==> src/rtl/blinker_nios2_proc_dct_pkg.sv <==
// Shared types and sizing for the Nios II OCI data-capture trace (DCT) controller.
package blinker_nios2_proc_dct_pkg;

   localparam int DCT_FRAME_W = 3;
   localparam int DCT_DEPTH   = 10;
   localparam int DCT_CNT_W   = 4;
   localparam int DCT_BUF_W   = DCT_FRAME_W * DCT_DEPTH;

   typedef enum logic [1:0] {
      ST_FILL  = 2'd0,
      ST_DRAIN = 2'd1,
      ST_DONE  = 2'd2
   } dct_state_e;

endpackage

==> src/rtl/blinker_nios2_proc_dct_ctrl_if.sv <==
// Trace capture / trace sink bus of the DCT controller. The controller is the
// slave; the capture logic plus sink (or a bench) is the master.
interface blinker_nios2_proc_dct_ctrl_if #(
   parameter int FRAME_W = blinker_nios2_proc_dct_pkg::DCT_FRAME_W,
   parameter int DEPTH   = blinker_nios2_proc_dct_pkg::DCT_DEPTH,
   parameter int CNT_W   = blinker_nios2_proc_dct_pkg::DCT_CNT_W
);
   localparam int BUF_W = FRAME_W * DEPTH;

   logic               in_valid;
   logic               in_ready;
   logic [FRAME_W-1:0] in_frame;
   logic               flush_req;
   logic               test_ending;
   logic               out_valid;
   logic               out_ready;
   logic [BUF_W-1:0]   out_data;
   logic [CNT_W-1:0]   out_count;
   logic [BUF_W-1:0]   dct_buffer;
   logic [CNT_W-1:0]   dct_count;
   logic               test_has_ended;

   modport master (
      output in_valid, in_frame, flush_req, test_ending, out_ready,
      input  in_ready, out_valid, out_data, out_count, dct_buffer, dct_count, test_has_ended
   );

   modport slave (
      input  in_valid, in_frame, flush_req, test_ending, out_ready,
      output in_ready, out_valid, out_data, out_count, dct_buffer, dct_count, test_has_ended
   );

endinterface

==> src/rtl/blinker_nios2_proc_dct_shift.sv <==
// DCT packing shift register and frame counter; newest frame enters the LSBs.
// next_* expose the post-accept contents so the controller can snapshot them.
module blinker_nios2_proc_dct_shift
   import blinker_nios2_proc_dct_pkg::*;
#(
   parameter int FRAME_W = DCT_FRAME_W,
   parameter int DEPTH   = DCT_DEPTH,
   parameter int CNT_W   = DCT_CNT_W
) (
   input  logic                       clk,
   input  logic                       reset_n,
   input  logic                       shift_en,
   input  logic                       clear,
   input  logic [FRAME_W-1:0]         in_frame,
   output logic [FRAME_W*DEPTH-1:0]   buffer,
   output logic [CNT_W-1:0]           count,
   output logic [FRAME_W*DEPTH-1:0]   next_buffer,
   output logic [CNT_W-1:0]           next_count
);
   localparam int BUF_W = FRAME_W * DEPTH;

   // post-accept view of the buffer and count
   always_comb begin
      next_buffer = buffer;
      next_count  = count;
      if (shift_en) begin
         next_buffer = {buffer[BUF_W-FRAME_W-1:0], in_frame};
         next_count  = count + CNT_W'(1);
      end else begin
         next_buffer = buffer;
         next_count  = count;
      end
   end

   // buffer/count storage with clear on drain handshake
   always_ff @(posedge clk or negedge reset_n) begin
      if (!reset_n) begin
         buffer <= {BUF_W{1'b0}};
         count  <= {CNT_W{1'b0}};
      end else if (clear) begin
         buffer <= {BUF_W{1'b0}};
         count  <= {CNT_W{1'b0}};
      end else begin
         buffer <= next_buffer;
         count  <= next_count;
      end
   end

endmodule

==> src/rtl/blinker_nios2_proc_dct_ctrl.sv <==
// DCT buffer sequencer: packs trace frames, drains on full / flush / test end,
// and flags test_has_ended once the final drain has been taken by the sink.
module blinker_nios2_proc_dct_ctrl
   import blinker_nios2_proc_dct_pkg::*;
#(
   parameter int FRAME_W = DCT_FRAME_W,
   parameter int DEPTH   = DCT_DEPTH,
   parameter int CNT_W   = DCT_CNT_W
) (
   input  logic                         clk,
   input  logic                         reset_n,
   blinker_nios2_proc_dct_ctrl_if.slave bus
);
   localparam int BUF_W = FRAME_W * DEPTH;

   dct_state_e       state;
   dct_state_e       state_next;
   logic             ending_latched;
   logic             ending;
   logic             in_ready;
   logic             accept;
   logic             handshake;
   logic             drain_load;
   logic             shift_clear;
   logic             enter_done;
   logic [BUF_W-1:0] buffer;
   logic [BUF_W-1:0] next_buffer;
   logic [CNT_W-1:0] count;
   logic [CNT_W-1:0] next_count;
   logic             out_valid_q;
   logic [BUF_W-1:0] out_data_q;
   logic [CNT_W-1:0] out_count_q;
   logic             test_has_ended_q;

   assign accept    = bus.in_valid && in_ready;
   assign ending    = ending_latched || bus.test_ending;
   assign handshake = out_valid_q && bus.out_ready;

   blinker_nios2_proc_dct_shift #(
      .FRAME_W (FRAME_W),
      .DEPTH   (DEPTH),
      .CNT_W   (CNT_W)
   ) u_shift (
      .clk         (clk),
      .reset_n     (reset_n),
      .shift_en    (accept),
      .clear       (shift_clear),
      .in_frame    (bus.in_frame),
      .buffer      (buffer),
      .count       (count),
      .next_buffer (next_buffer),
      .next_count  (next_count)
   );

   // in_ready only depends on registered state so it never loops through in_valid
   always_comb begin
      in_ready = 1'b0;
      if ((state == ST_FILL) && !ending_latched && (count < CNT_W'(DEPTH))) begin
         in_ready = 1'b1;
      end else begin
         in_ready = 1'b0;
      end
   end

   // state register
   always_ff @(posedge clk or negedge reset_n) begin
      if (!reset_n) begin
         state <= ST_FILL;
      end else begin
         state <= state_next;
      end
   end

   // next-state: drain decision uses the post-accept count
   always_comb begin
      state_next = state;
      case (state)
         ST_FILL: begin
            if ((next_count == CNT_W'(DEPTH)) ||
                ((bus.flush_req || ending) && (next_count != {CNT_W{1'b0}}))) begin
               state_next = ST_DRAIN;
            end else if (ending) begin
               state_next = ST_DONE;
            end else begin
               state_next = ST_FILL;
            end
         end
         ST_DRAIN: begin
            if (handshake) begin
               state_next = ending ? ST_DONE : ST_FILL;
            end else begin
               state_next = ST_DRAIN;
            end
         end
         ST_DONE:  state_next = ST_DONE;
         default:  state_next = ST_FILL;
      endcase
   end

   // control strobes derived from the transition
   always_comb begin
      drain_load  = 1'b0;
      shift_clear = 1'b0;
      enter_done  = 1'b0;
      if ((state == ST_FILL) && (state_next == ST_DRAIN)) begin
         drain_load = 1'b1;
      end else begin
         drain_load = 1'b0;
      end
      if ((state == ST_DRAIN) && handshake) begin
         shift_clear = 1'b1;
      end else begin
         shift_clear = 1'b0;
      end
      if (state_next == ST_DONE) begin
         enter_done = 1'b1;
      end else begin
         enter_done = 1'b0;
      end
   end

   // drain register, ending latch and sticky end flag
   always_ff @(posedge clk or negedge reset_n) begin
      if (!reset_n) begin
         out_valid_q      <= 1'b0;
         out_data_q       <= {BUF_W{1'b0}};
         out_count_q      <= {CNT_W{1'b0}};
         ending_latched   <= 1'b0;
         test_has_ended_q <= 1'b0;
      end else begin
         ending_latched   <= ending_latched | bus.test_ending;
         test_has_ended_q <= test_has_ended_q | enter_done;
         if (drain_load) begin
            out_valid_q <= 1'b1;
            out_data_q  <= next_buffer;
            out_count_q <= next_count;
         end else if (shift_clear) begin
            out_valid_q <= 1'b0;
         end else begin
            out_valid_q <= out_valid_q;
         end
      end
   end

   assign bus.in_ready       = in_ready;
   assign bus.out_valid      = out_valid_q;
   assign bus.out_data       = out_data_q;
   assign bus.out_count      = out_count_q;
   assign bus.dct_buffer     = buffer;
   assign bus.dct_count      = count;
   assign bus.test_has_ended = test_has_ended_q;

endmodule
==> src/flat_wrapper.sv <==
// flat-port wrapper written by rule: the top's interface ports become plain ports
module blinker_nios2_proc_dct_ctrl_flat import blinker_nios2_proc_dct_pkg::*;
#(
   parameter int FRAME_W = DCT_FRAME_W,
   parameter int DEPTH   = DCT_DEPTH,
   parameter int CNT_W   = DCT_CNT_W
)
  (clk, reset_n, bus_in_valid, bus_in_frame, bus_flush_req, bus_test_ending, bus_out_ready, bus_in_ready, bus_out_valid, bus_out_data, bus_out_count, bus_dct_buffer, bus_dct_count, bus_test_has_ended);
  blinker_nios2_proc_dct_ctrl_if #(.FRAME_W(FRAME_W), .DEPTH(DEPTH), .CNT_W(CNT_W)) bus_i ();
  input  logic clk;
  input  logic reset_n;
  input wire logic [$bits(bus_i.in_valid)-1:0] bus_in_valid;
  input wire logic [$bits(bus_i.in_frame)-1:0] bus_in_frame;
  input wire logic [$bits(bus_i.flush_req)-1:0] bus_flush_req;
  input wire logic [$bits(bus_i.test_ending)-1:0] bus_test_ending;
  input wire logic [$bits(bus_i.out_ready)-1:0] bus_out_ready;
  output wire logic [$bits(bus_i.in_ready)-1:0] bus_in_ready;
  output wire logic [$bits(bus_i.out_valid)-1:0] bus_out_valid;
  output wire logic [$bits(bus_i.out_data)-1:0] bus_out_data;
  output wire logic [$bits(bus_i.out_count)-1:0] bus_out_count;
  output wire logic [$bits(bus_i.dct_buffer)-1:0] bus_dct_buffer;
  output wire logic [$bits(bus_i.dct_count)-1:0] bus_dct_count;
  output wire logic [$bits(bus_i.test_has_ended)-1:0] bus_test_has_ended;
  assign bus_i.in_valid = bus_in_valid;
  assign bus_i.in_frame = bus_in_frame;
  assign bus_i.flush_req = bus_flush_req;
  assign bus_i.test_ending = bus_test_ending;
  assign bus_i.out_ready = bus_out_ready;
  assign bus_in_ready = bus_i.in_ready;
  assign bus_out_valid = bus_i.out_valid;
  assign bus_out_data = bus_i.out_data;
  assign bus_out_count = bus_i.out_count;
  assign bus_dct_buffer = bus_i.dct_buffer;
  assign bus_dct_count = bus_i.dct_count;
  assign bus_test_has_ended = bus_i.test_has_ended;
  blinker_nios2_proc_dct_ctrl #(.FRAME_W(FRAME_W), .DEPTH(DEPTH), .CNT_W(CNT_W)) u_core (.clk(clk), .reset_n(reset_n), .bus(bus_i));
endmodule
==> config.mk <==
export PLATFORM = sky130hd
export DESIGN_NAME = blinker_nios2_proc_dct_ctrl_flat
export DESIGN_NICKNAME = d
export VERILOG_FILES = /design/src/rtl/blinker_nios2_proc_dct_pkg.sv /design/src/rtl/blinker_nios2_proc_dct_ctrl_if.sv /design/src/rtl/blinker_nios2_proc_dct_shift.sv /design/src/rtl/blinker_nios2_proc_dct_ctrl.sv /design/src/flat_wrapper.sv
export SDC_FILE = /design/constraint.sdc
export NUM_CORES = 1
export LEC_CHECK = 0
export CAP_MARGIN = 25
export CORE_MARGIN = 1.5
export CORE_UTILIZATION = 52
export DETAILED_ROUTE_END_ITERATION = 6
export GPL_TIMING_DRIVEN = 0
export PLACE_DENSITY = 0.82
export SKIP_CTS_REPAIR_TIMING = 1
export SYNTH_ARGS = -nofsm -noshare
export SYNTH_HDL_FRONTEND = slang
export SYNTH_SLANG_ARGS = --single-unit
==> constraint.sdc <==
create_clock -name clk -period 6.1 [get_ports clk]
set_input_delay 0.61 -clock clk [delete_from_list [all_inputs] [get_ports clk]]
set_output_delay 0.61 -clock clk [all_outputs]
set_load 0.01 [all_outputs]
==> Word level (Yosys, flattened, before mapping) <==
Cells that the tools add are included.
{ "word_totals": {"inputBits": 9, "register_bits": 73, "out_inout_bits": 71} }
{ "classes": {"bitwise_logic": 2, "n_mux": 14, "n_reduce_logical": 14, "order_cmp": 1, "n_eq_ne": 5, "n_addsub": 1} }
{ "ops": {"columns": ["op", "n"], "rows": [
  ["2-to-1 mux 30 bit", 2],
  ["2-to-1 mux 4 bit", 2],
  ["logical AND 1 bit", 7],
  ["2-to-1 mux 1 bit", 6],
  ["2-to-1 mux 2 bit", 3],
  ["one-hot mux 2 bit (3 select lines)", 1],
  ["adder 4 x 1 -> 4 bit (second input constant)", 1],
  ["== test 2 x 1 -> 1 bit (second input constant)", 2],
  ["== test 2 bit (second input constant)", 2],
  ["== test 4 bit (second input constant)", 1],
  ["less-than comparator 4 bit (second input constant)", 1],
  ["nonzero test 4 bit", 1],
  ["logical OR 1 bit", 3],
  ["logical NOT 2 bit", 1],
  ["OR 1 bit", 2],
  ["nonzero test 2 bit", 1],
  ["logical NOT 1 bit", 1]
]} }

==> Logic depth before layout (Yosys ltp) <==
Gate-level depths: netlist (run 1).
{ "depth": {"word_depth": 15, "depth_mapped": 8, "depth_no_buf": 6} }

==> Cells and area by module <==
From an unflattened synthesis (run 1), not the netlist that was laid out.
{ "unflattened": {"hier_cells": 212, "area_unflattened_um2": 3199.3} }
{ "by_module_without_submodules": {"columns": ["module", "cells_per_inst", "seq_area_each_um2", "instances", "area_each_um2"], "rows": [
  ["blinker_nios2_proc_dct_shift", 115, 850.8, 1, 1656.6],
  ["blinker_nios2_proc_dct_ctrl", 97, 975.9, 1, 1542.7]
]} }

==> Worst setup path before layout (run 1) <==
Ideal clock, no wire load.
{ "synth_timing": {"kind": "reg2reg", "start": "reg u_core.u_shift.count[0]", "end": "reg u_core.out_count_q[2] (netlist: u_core.bus.out_count[2])", "path_stages_with_launch": 8, "arrival_time_ns": 1.944, "slack_ns": 4.031, "period_less_slack_ns": 2.069, "cell_sequence": "dfrtp_1 > ha_1 > xor2_1 > o2111a_1 > a211o_1 > o21ai_2 > buf_6 > mux2_2"} }
{ "synth_between": {"elab_chain_cells": 13, "word_cells_on_any_way": 15} }
{ "synth_rtl": {"columns": ["element", "line_no", "source"], "rows": [
  ["start: declaration", "blinker_nios2_proc_dct_shift.sv:16", "output logic [CNT_W-1:0] count,"],
  ["start signal: assignment", "blinker_nios2_proc_dct_shift.sv:39", "count <= {CNT_W{1'b0}};"],
  ["start signal: assignment", "blinker_nios2_proc_dct_shift.sv:42", "count <= {CNT_W{1'b0}};"],
  ["start signal: assignment", "blinker_nios2_proc_dct_shift.sv:45", "count <= next_count;"],
  ["less-than comparator 4 bit", "blinker_nios2_proc_dct_ctrl.sv:58", "if ((state == ST_FILL) && !ending_latched && (count < CNT_W'(DEPTH))) begin"],
  ["logical AND 1 bit", "blinker_nios2_proc_dct_ctrl.sv:58", null],
  ["2-to-1 mux 1 bit", "blinker_nios2_proc_dct_ctrl.sv:58", null],
  ["logical AND 1 bit", "blinker_nios2_proc_dct_ctrl.sv:35", "assign accept = bus.in_valid && in_ready;"],
  ["2-to-1 mux 4 bit *", "blinker_nios2_proc_dct_shift.sv:26", "if (shift_en) begin"],
  ["nonzero test 4 bit", "blinker_nios2_proc_dct_ctrl.sv:80", "((bus.flush_req || ending) && (next_count != {CNT_W{1'b0}}))) begin"],
  ["logical AND 1 bit", "blinker_nios2_proc_dct_ctrl.sv:80", null],
  ["logical OR 1 bit", "blinker_nios2_proc_dct_ctrl.sv:79", "if ((next_count == CNT_W'(DEPTH)) ||"],
  ["2-to-1 mux 2 bit", "blinker_nios2_proc_dct_ctrl.sv:79", null],
  ["one-hot mux 2 bit (3 select lines)", "blinker_nios2_proc_dct_ctrl.sv:77", "case (state)"],
  ["== test 2 x 1 -> 1 bit", "blinker_nios2_proc_dct_ctrl.sv:105", "if ((state == ST_FILL) && (state_next == ST_DRAIN)) begin"],
  ["logical AND 1 bit", "blinker_nios2_proc_dct_ctrl.sv:105", null],
  ["2-to-1 mux 1 bit", "blinker_nios2_proc_dct_ctrl.sv:105", null],
  ["end signal: assignment", "blinker_nios2_proc_dct_ctrl.sv:127", "out_count_q <= {CNT_W{1'b0}};"],
  ["end signal: assignment", "blinker_nios2_proc_dct_ctrl.sv:136", "out_count_q <= next_count;"],
  ["end: declaration", "blinker_nios2_proc_dct_ctrl.sv:32", "logic [CNT_W-1:0] out_count_q;"]
]} }
Every way passes the cells marked *; elsewhere a longest branch is shown, timed or not.
A chain may end at the register's enable or synchronous reset.

==> Worst setup path in the final report (run 1) <==
{ "layout_timing": {"start": "reg u_core.u_shift.count[2]", "end": "out bus_in_ready"} }
{ "layout_between": {"elab_chain_cells": 3} }
{ "layout_rtl": {"columns": ["element", "line_no", "source"], "rows": [
  ["less-than comparator 4 bit", "blinker_nios2_proc_dct_ctrl.sv:58", null],
  ["logical AND 1 bit", "blinker_nios2_proc_dct_ctrl.sv:58", null],
  ["2-to-1 mux 1 bit", "blinker_nios2_proc_dct_ctrl.sv:58", null],
  ["end: declaration", "flat_wrapper.sv:17", "output wire logic [$bits(bus_i.in_ready)-1:0] bus_in_ready;"]
]} }
No other way between the ends.

==> results of run 1 <==
[state kept, by name, summed over array words and instances (netlist names)]
register / count
u_core.bus.out_count: 4
u_core.bus.out_data: 30
u_core.bus.out_valid: 1
u_core.bus.test_has_ended: 1
u_core.ending_latched: 1
u_core.state: 2
u_core.u_shift.buffer: 30
u_core.u_shift.count: 4
[how the worst max path moves through the flow]
stage	start	depth (start not counted)	slack (ns)	endpoint
global route	u_core.u_shift.count[2]	4	3.12	bus_in_ready
CTS	u_core.u_shift.count[2]	4	3.32	bus_in_ready
floorplan	u_core.u_shift.count[0]	7	4.03	u_core.bus.out_count[2]
global placement	reset_n	1	1.94	u_core.u_shift.buffer[16]
finish	u_core.u_shift.count[2]	4	3.29	bus_in_ready
detailed placement	bus_in_valid	8	3.33	u_core.bus.out_data[29]
[cell type report]
type | count | share of cell area
Sequential cell | 73 | 0.434
Timing Repair Buffer | 80 | 0.194
Tap cell | 72 | 0.0214
Buffer | 12 | 0.0205
Clock buffer | 13 | 0.0377
Multi-Input combinational cell | 137 | 0.252
Clock inverter | 2 | 0.00891
Inverter | 36 | 0.0321
[through the flow]
stage | utilization | hold WS (ns)
5_1_grt | 0.747 | 0.285
2_1_floorplan | - | 0.314
4_1_cts | 0.747 | 0.281
3_5_place_dp | 0.712 | 0.467
3_3_place_gp | 0.707 | 0.465
6_report | 0.747 | 0.257
[cell usage in the layout, fill, tap and decap left out, types with 2 or more instances in the layout]
master,instances
sky130_fd_sc_hd__nor2_1,36
sky130_fd_sc_hd__buf_6,5
sky130_fd_sc_hd__a31oi_1,2
sky130_fd_sc_hd__nand2_1,5
sky130_fd_sc_hd__nor3b_1,2
sky130_fd_sc_hd__mux2i_1,63
sky130_fd_sc_hd__clkdlybuf4s50_1,78
sky130_fd_sc_hd__clkbuf_1,6
sky130_fd_sc_hd__xor2_1,2
sky130_fd_sc_hd__inv_1,36
sky130_fd_sc_hd__dfrtp_1,73
sky130_fd_sc_hd__clkbuf_8,11
sky130_fd_sc_hd__buf_2,3
sky130_fd_sc_hd__a41oi_1,3
[per-layer routing]
| metal | global-route usage | share of wire |
|---|---|---|
| met2 | 0.345 | 0.46 |
| met3 | 0.0875 | 0.074 |
| met5 | 0 | 0 |
| met1 | 0.295 | 0.45 |
| met4 | 0.0897 | 0.017 |
[report_power, final]
group | internal [mW] | switching, mW | leakage [nW]
clock | 0.210 | 0.170 | 0.0957
sequential | 0.499 | 0.00880 | 0.907
combinational | 0.0380 | 0.0315 | 1.16
total | 0.746 | 0.210 | 2.16
[critical path: cells and delay by family, from the launching register on]
kind | cells | cell delay, ns
compound gates | 1 | 0.37
simple gates | 1 | 0.30
buf+inv | 2 | 0.80
flops | 1 | 0.38
[logic make-up after synthesis]
| family | after synthesis | share of synthesized area |
|---|---|---|
| compound gates | 16 | 0.0419 |
| xor+xnor | 2 | 0.00563 |
| fa+ha+maj | 1 | 0.00402 |
| buf+inv | 48 | 0.0712 |
| flops | 73 | 0.588 |
| mux | 64 | 0.206 |
| simple gates | 54 | 0.0833 |
==> impl_metrics.yaml, run 1 <==
run_status:
  status: "finished, final reports clean"
cells_and_area:
  area_overhead_vs_synth_pct: 35.5
  diodes: 0
  final-instance-count-excl-fill: 425
  multi_input_comb_area_mm2: 0.00106
  nets: 359
  final_design_area_no_fill_mm2: 0.00421
  register_area_mm2: 0.00183
  fill_cells: 402
  drive_above_1_share: 0.0822
critical_path:
  reg2reg_setup_slack_ns: 3.81
  timing.rr.start: "u_core.state[1]"
  slowest_delay_ns: 0.59
  max_fo_critical_path: 10
  critical_path.cell_chain: "clkbuf_1 > o21ai_0 > nor4b_1 > clkdlybuf4s50_1"
  critical_path_arrival_ns: 2.20
  crit-reg2reg-capture: "u_core.bus.out_data[29]"
  worstSetupEndpointType: "output port"
  critPathRequiredTime_ns: 5.49
  critPathSlowestCell: "sky130_fd_sc_hd__clkdlybuf4s50_1"
  setup.worst_path.start_class: "flop"
  crit_type: "flop to output port"
  worst_reg_to_reg_path_cell_count: 7
sta:
  rsz_0062_raised_after_global_routing: "false"
  maxSlewViolCount: 0
  fin_crit_ns: 2.81
  timing_worst_slew_pin_value_ns: 0.932
  maxSlewHeadroom: 0.378
  setup_violations: 0
  setup_tns_final_ns: 0
  finalHoldViolations: 0
  fmaxAchievable_ghz: 0.356
  final_critical_path_setup_slack_ns: 3.29
  fin_worst_skew_ns: 0.00921
  period_share: 0.460
placed_design:
  placedCellCount: 410
  dp_slack_ns: 3.33
  port_buffers: 79
  gp_congestion: 0.792
  postPlaceCellArea_mm2: 0.00402
  post-dp-hpwl_um: 4540
cts:
  cts_htree_levels: 3
  cts_sinks: 73
  tritoncts: "yes"
  clk-insertion-delay-late_ns: 0.34
  cts_made_buffers: 9
  clock-root-buffer: "sky130_fd_sc_hd__clkbuf_8"
  clkSlewWorstSetupHoldPaths_ns: 0.07
  cts-root-to-sink-buffers: 2
route:
  detail_route.iter0.violations: 151
  route.detailed.vias_per_inst: 5.13
  number_of_detailed_route_iterations_in_the_first_pass: 4
  detail_route.drc_violations: 0
  routed-via-count: 2180
  detail_route.wl_per_cell_um: 15.4
  drtAntennaViolNets: 0
  finalWirelength_um: 6550
synth:
  post_synth_inst_count: 258
  synth_register_bits: 73
  yosys-top-cells-area: "sky130_fd_sc_hd__dfrtp_1 59%, sky130_fd_sc_hd__mux2i_1 20%, sky130_fd_sc_hd__inv_1 4.3%, sky130_fd_sc_hd__nor2_1 4.3%, sky130_fd_sc_hd__buf_6 1.8%"
  synth_enable_flop_cells: 0
  yosysWarningCount: 0
  synth_top_cell_area_share: 0.588
  synth_fp_nets: 268
  synth.cell_area_mm2: 0.00311
  cell_taking_the_most_area_after_synthesis: "sky130_fd_sc_hd__dfrtp_1"
  ys_top_cells_by_count: "73 x sky130_fd_sc_hd__dfrtp_1, 63 x sky130_fd_sc_hd__mux2i_1, 36 x sky130_fd_sc_hd__inv_1, 36 x sky130_fd_sc_hd__nor2_1"
  synthFlopType: "sky130_fd_sc_hd__dfrtp_1"
  mean_cell_area_of_the_mapped_netlist_um2: 12.1
  synth_most_common_cell: "sky130_fd_sc_hd__dfrtp_1"
  synth_seq_area_share: 0.588
  yosys.cell_types.count: 36
  async_reset_ff_frac: 1.00
floorplan:
  initial_core_util: 0.551
  floorplan.io_pins: 80
  die_area_mm2: 0.00645
  rows: 27
  die_ht_um: 80.3
  fp.coreArea_mm2: 0.00564
  die-width_um: 80.3
pwr:
  static-leakage-power_nw: 2.16
  worst_ir_drop_vdd_mv: 0.163
  pwr_density_cell_mw_per_mm2: 227
  post-layout-total-power_mw: 0.956
global_routing:
  globalRouteTotalUtil: 0.228
  grt_pass1_vias: 2250
  grt_start_max_net_pins: 74
  grt_pass1_wl_um: 10900
  globalRoute.totalOverflow: 0
  antenna_found_initial: 0
hold_path:
  hold_removal_path_class: "input port to async pin"
flow_run:
  timing.max_cap.violations: 0
No activity file was read; power rests on OpenSTA's default activity.
==> run 2: changes to the inputs <==
Settings changed: CORE_UTILIZATION 52 to 48, PLACE_DENSITY 0.82 to 0.77.
Clock period 6.1 ns to 2.8 ns, I/O delays scaled along.
==> impl_metrics.yaml, run 2 (synthesis results as in run 1) <==
global_routing:
  globalRoute.totalOverflow: 0
  grt_pass1_vias: 2238
  grt_start_max_net_pins: 74
  globalRouteTotalUtil: 0.197
  grt_pass1_wl_um: 10900
  antenna_found_initial: 0
sta:
  fmaxAchievable_ghz: 0.405
  setup_tns_final_ns: 0
  period_share: 0.882
  timing_worst_slew_pin_value_ns: 0.863
  fin_crit_ns: 2.47
  rsz_0062_raised_after_global_routing: "false"
  final_critical_path_setup_slack_ns: 0.330
  worst_hold_slack_ns: 0.492
  finalHoldViolations: 0
  fin_worst_skew_ns: 0.00615
  setup_violations: 0
  maxSlewViolCount: 0
  maxSlewHeadroom: 0.424
cells_and_area:
  commonest_cells_after_routing_fill_and_taps_aside: "78 x sky130_fd_sc_hd__clkdlybuf4s50_1, 73 x sky130_fd_sc_hd__dfrtp_1, 63 x sky130_fd_sc_hd__mux2i_1"
  nets: 360
  fill_cells: 480
  area_overhead_vs_synth_pct: 39.0
  drive_above_1_share: 0.0873
  layout.cells.most_common: "sky130_fd_sc_hd__clkdlybuf4s50_1"
  diodes: 0
  final_design_area_no_fill_mm2: 0.00432
floorplan:
  initial_core_util: 0.492
  die_area_mm2: 0.00697
  floorplan.io_pins: 80
  fp.coreArea_mm2: 0.00631
  die-width_um: 83.5
  die_ht_um: 83.5
  rows: 29
cts:
  clk-insertion-delay-late_ns: 0.33
  clkSlewWorstSetupHoldPaths_ns: 0.07
  clock-root-buffer: "sky130_fd_sc_hd__clkbuf_8"
  cts_htree_levels: 3
  cts_made_buffers: 9
  cts_sinks: 73
  cts-root-to-sink-buffers: 2
  tritoncts: "yes"
route:
  detail_route.iter0.violations: 71
  drtAntennaViolNets: 0
  routed-via-count: 2193
  finalWirelength_um: 6460
  number_of_detailed_route_iterations_in_the_first_pass: 4
  route.detailed.vias_per_inst: 5.08
  detail_route.drc_violations: 0
  detail_route.wl_per_cell_um: 14.9
placed_design:
  postPlaceCellArea_mm2: 0.00402
  post-dp-hpwl_um: 4520
  port_buffers: 79
  gp_congestion: 0.774
  dp_slack_ns: 0.351
critical_path:
  worstSetupEndpointType: "output port"
  crit-reg2reg-capture: "u_core.bus.out_data[27]"
  critPathRequiredTime_ns: 2.52
  worst_reg_to_reg_path_cell_count: 8
  crit_end: "bus_in_ready"
  timing.rr.start: "u_core.state[0]"
  startpoint_of_the_most_critical_setup_path: "u_core.u_shift.count[2]"
  reg2reg_setup_slack_ns: 0.54
  setup.worst_path.start_class: "flop"
  critical_path_arrival_ns: 2.19
  crit_type: "flop to output port"
  max_fo_critical_path: 10
pwr:
  pwr_density_cell_mw_per_mm2: 563
  static-leakage-power_nw: 2.21
  post-layout-total-power_mw: 2.44
  worst_ir_drop_vdd_mv: 0.369
flow_run:
  timing.max_cap.violations: 0
run_status:
  status: "finished, final reports clean"
hold_path:
  hold_removal_path_class: "input port to async pin"
-- run 2: changes by cell type in the layout (fill, tap and decap cells not counted) --
cell / change
sky130_fd_sc_hd__clkbuf_8: -1
sky130_fd_sc_hd__clkbuf_1: -1
sky130_fd_sc_hd__bufinv_16: +4
sky130_fd_sc_hd__clkinvlp_4: -1
sky130_fd_sc_hd__dlygate4sd3_1: +1
-- run 2: worst min path at each step --
stage	slack, ns	end	start
after detailed placement	0.33	u_core.u_shift.count[1]	reset_n
after floorplan	-0.02	u_core.bus.out_count[0]	reset_n
after global routing	0.54	u_core.u_shift.count[1]	reset_n
final	0.49	u_core.u_shift.count[1]	reset_n
after global placement	0.48	u_core.bus.test_has_ended	u_core.bus.test_has_ended
after CTS	-0.04	u_core.bus.out_data[24]	reset_n
-- run 2: where the power goes --
part,leakage (nW),switching [mW],total (mW),internal (mW)
Sequential,0.907,0.0190,1.10,1.09
Clock,0.144,0.381,1.18,0.798
Combinational,1.16,0.0677,0.151,0.0837
Total,2.21,0.468,2.44,1.97
-- run 2: final cells by class --
class,instances,area [um2],area share
Clock buffer,11,141,0.0327
Timing Repair Buffer,81,826,0.191
Multi-Input combinational cell,137,1060,0.245
Tap cell,77,96.3,0.0223
Clock inverter,5,150,0.0347
Inverter,36,135,0.0313
Buffer,12,86.3,0.0200
Sequential cell,73,1830,0.423
-- run 2: metal layers --
| layer | global-route usage | up-vias | share of wire |
|---|---|---|---|
| met5 | 0 | - | 0 |
| met4 | 0.0715 | 0 | 0.010 |
| met3 | 0.0603 | 6 | 0.065 |
| met2 | 0.302 | 60 | 0.47 |
| met1 | 0.267 | 1092 | 0.45 |
| li1 | - | 1035 | - |
-- run 2: worst max-delay path: stages, from the launching register on --
cell                              delay [ns]
sky130_fd_sc_hd__dfrtp_1                0.39
sky130_fd_sc_hd__clkbuf_1               0.22
sky130_fd_sc_hd__o21ai_0                0.36
sky130_fd_sc_hd__nor4b_1                0.30
sky130_fd_sc_hd__clkdlybuf4s50_1        0.59
-- run 2: through the flow --
stage          instances   util
2_1_floorplan        258      -
3_3_place_gp         414  0.633
3_5_place_dp         415  0.637
4_1_cts              431  0.683
5_1_grt              432  0.685
6_report             432  0.685
==> run 3: changes to the inputs <==
Settings changed: GPL_ROUTABILITY_DRIVEN set to 1, MAX_ROUTING_LAYER set to met4.
==> impl_metrics.yaml, run 3 (synthesis results as in run 1) <==
run_status:
  status: "finished, final reports clean"
cts:
  clkSlewWorstSetupHoldPaths_ns: 0.07
  clock-root-buffer: "sky130_fd_sc_hd__clkbuf_8"
  tritoncts: "yes"
  cts_made_buffers: 9
  cts-root-to-sink-buffers: 2
  cts_sinks: 73
  clk-insertion-delay-late_ns: 0.33
  cts_htree_levels: 3
floorplan:
  rows: 29
  die-width_um: 83.5
  initial_core_util: 0.492
  die_ht_um: 83.5
  floorplan.io_pins: 80
  die_area_mm2: 0.00697
  fp.coreArea_mm2: 0.00631
critical_path:
  crit_type: "flop to output port"
  worstSetupEndpointType: "output port"
  reg2reg_setup_slack_ns: 0.54
  startpoint_of_the_most_critical_setup_path: "u_core.u_shift.count[2]"
  critical_path_arrival_ns: 2.19
  max_fo_critical_path: 10
  timing.rr.start: "u_core.state[0]"
  setup.worst_path.start_class: "flop"
  crit_end: "bus_in_ready"
  worst_reg_to_reg_path_cell_count: 8
  critPathRequiredTime_ns: 2.52
  crit-reg2reg-capture: "u_core.bus.out_data[27]"
route:
  detail_route.wl_per_cell_um: 14.9
  detail_route.drc_violations: 0
  finalWirelength_um: 6460
  detail_route.iter0.violations: 77
  routed-via-count: 2190
  number_of_detailed_route_iterations_in_the_first_pass: 4
  route.detailed.vias_per_inst: 5.07
  drtAntennaViolNets: 0
cells_and_area:
  area_overhead_vs_synth_pct: 39.0
  layout.cells.most_common: "sky130_fd_sc_hd__clkdlybuf4s50_1"
  fill_cells: 480
  postLayoutCoreUtil: 0.685
  nets: 360
  diodes: 0
  commonest_cells_after_routing_fill_and_taps_aside: "78 x sky130_fd_sc_hd__clkdlybuf4s50_1, 73 x sky130_fd_sc_hd__dfrtp_1, 63 x sky130_fd_sc_hd__mux2i_1"
  drive_above_1_share: 0.0873
sta:
  worst_hold_slack_ns: 0.492
  timing_worst_slew_pin_value_ns: 0.865
  setup_tns_final_ns: 0
  rsz_0062_raised_after_global_routing: "false"
  final_critical_path_setup_slack_ns: 0.328
  fin_crit_ns: 2.47
  maxSlewViolCount: 0
  fmaxAchievable_ghz: 0.405
  maxSlewHeadroom: 0.422
  fin_worst_skew_ns: 0.00661
  setup_violations: 0
  period_share: 0.883
  finalHoldViolations: 0
global_routing:
  globalRoute.totalOverflow: 0
  globalRouteTotalUtil: 0.203
  grt_pass1_vias: 2239
  antenna_found_initial: 0
  grt_pass1_wl_um: 10900
  grt_start_max_net_pins: 74
placed_design:
  post-dp-hpwl_um: 4520
  gp_congestion: 0.784
  port_buffers: 79
  dp_slack_ns: 0.351
hold_path:
  hold_removal_path_class: "flop to flop"
pwr:
  worst_ir_drop_vdd_mv: 0.368
  pwr_density_cell_mw_per_mm2: 563
  post-layout-total-power_mw: 2.44
  static-leakage-power_nw: 2.21
flow_run:
  timing.max_cap.violations: 0
[run 3: cell counts in the layout (fill, tap and decap cells not counted)]
Identical to the previous run, type by type.
[run 3: worst min-delay path by stage]
stage                                            to  slack, ns  cells past startpoint                      start
final                     u_core.bus.test_has_ended       0.49                      1  u_core.bus.test_has_ended
after floorplan             u_core.bus.out_count[0]      -0.02                      0                    reset_n
after detailed placement    u_core.u_shift.count[1]       0.33                      2                    reset_n
after CTS                   u_core.bus.out_data[24]      -0.04                      2                    reset_n
after global placement    u_core.bus.test_has_ended       0.48                      1  u_core.bus.test_has_ended
after global routing        u_core.u_shift.count[1]       0.54                      3                    reset_n
[run 3: metrics by stage]
stage | instances | cell area (um2)
after detailed placement | 415 | 4020
final | 432 | 4320
after global routing | 432 | 4320
after global placement | 414 | 4000
after floorplan | 258 | 3110
after CTS | 431 | 4310
[run 3: critical path, cell delays in order (launching register included)]
cell and delay (ns):
sky130_fd_sc_hd__dfrtp_1 0.39, sky130_fd_sc_hd__clkbuf_1 0.22, sky130_fd_sc_hd__o21ai_0 0.36, sky130_fd_sc_hd__nor4b_1 0.30, sky130_fd_sc_hd__clkdlybuf4s50_1 0.59
[run 3: power breakdown]
part	leakage (nW)	internal (mW)	switching, mW	total (mW)
Combinational	1.16	0.0837	0.0678	0.151
Clock	0.144	0.798	0.382	1.18
Sequential	0.907	1.09	0.0190	1.10
Total	2.21	1.97	0.468	2.44
[run 3: metal layers]
metal | share of wire | vias to the layer above | track usage
met3 | 0.057 | 6 | 0.0554
met2 | 0.47 | 60 | 0.301
li1 | - | 1034 | -
met4 | 0.010 | 0 | 0.0715
met1 | 0.46 | 1090 | 0.273
met5 | 0 | - | -
[run 3: cell type report]
class,instances,area [um2],area share
repair buffers,81,826,0.191
flip-flops and latches,73,1830,0.423
inverters,36,135,0.0313
plain buffers,12,86.3,0.0200
multi-input cells,137,1060,0.245
well taps,77,96.3,0.0223
clock inverters,5,150,0.0347
clock buffers,11,141,0.0327
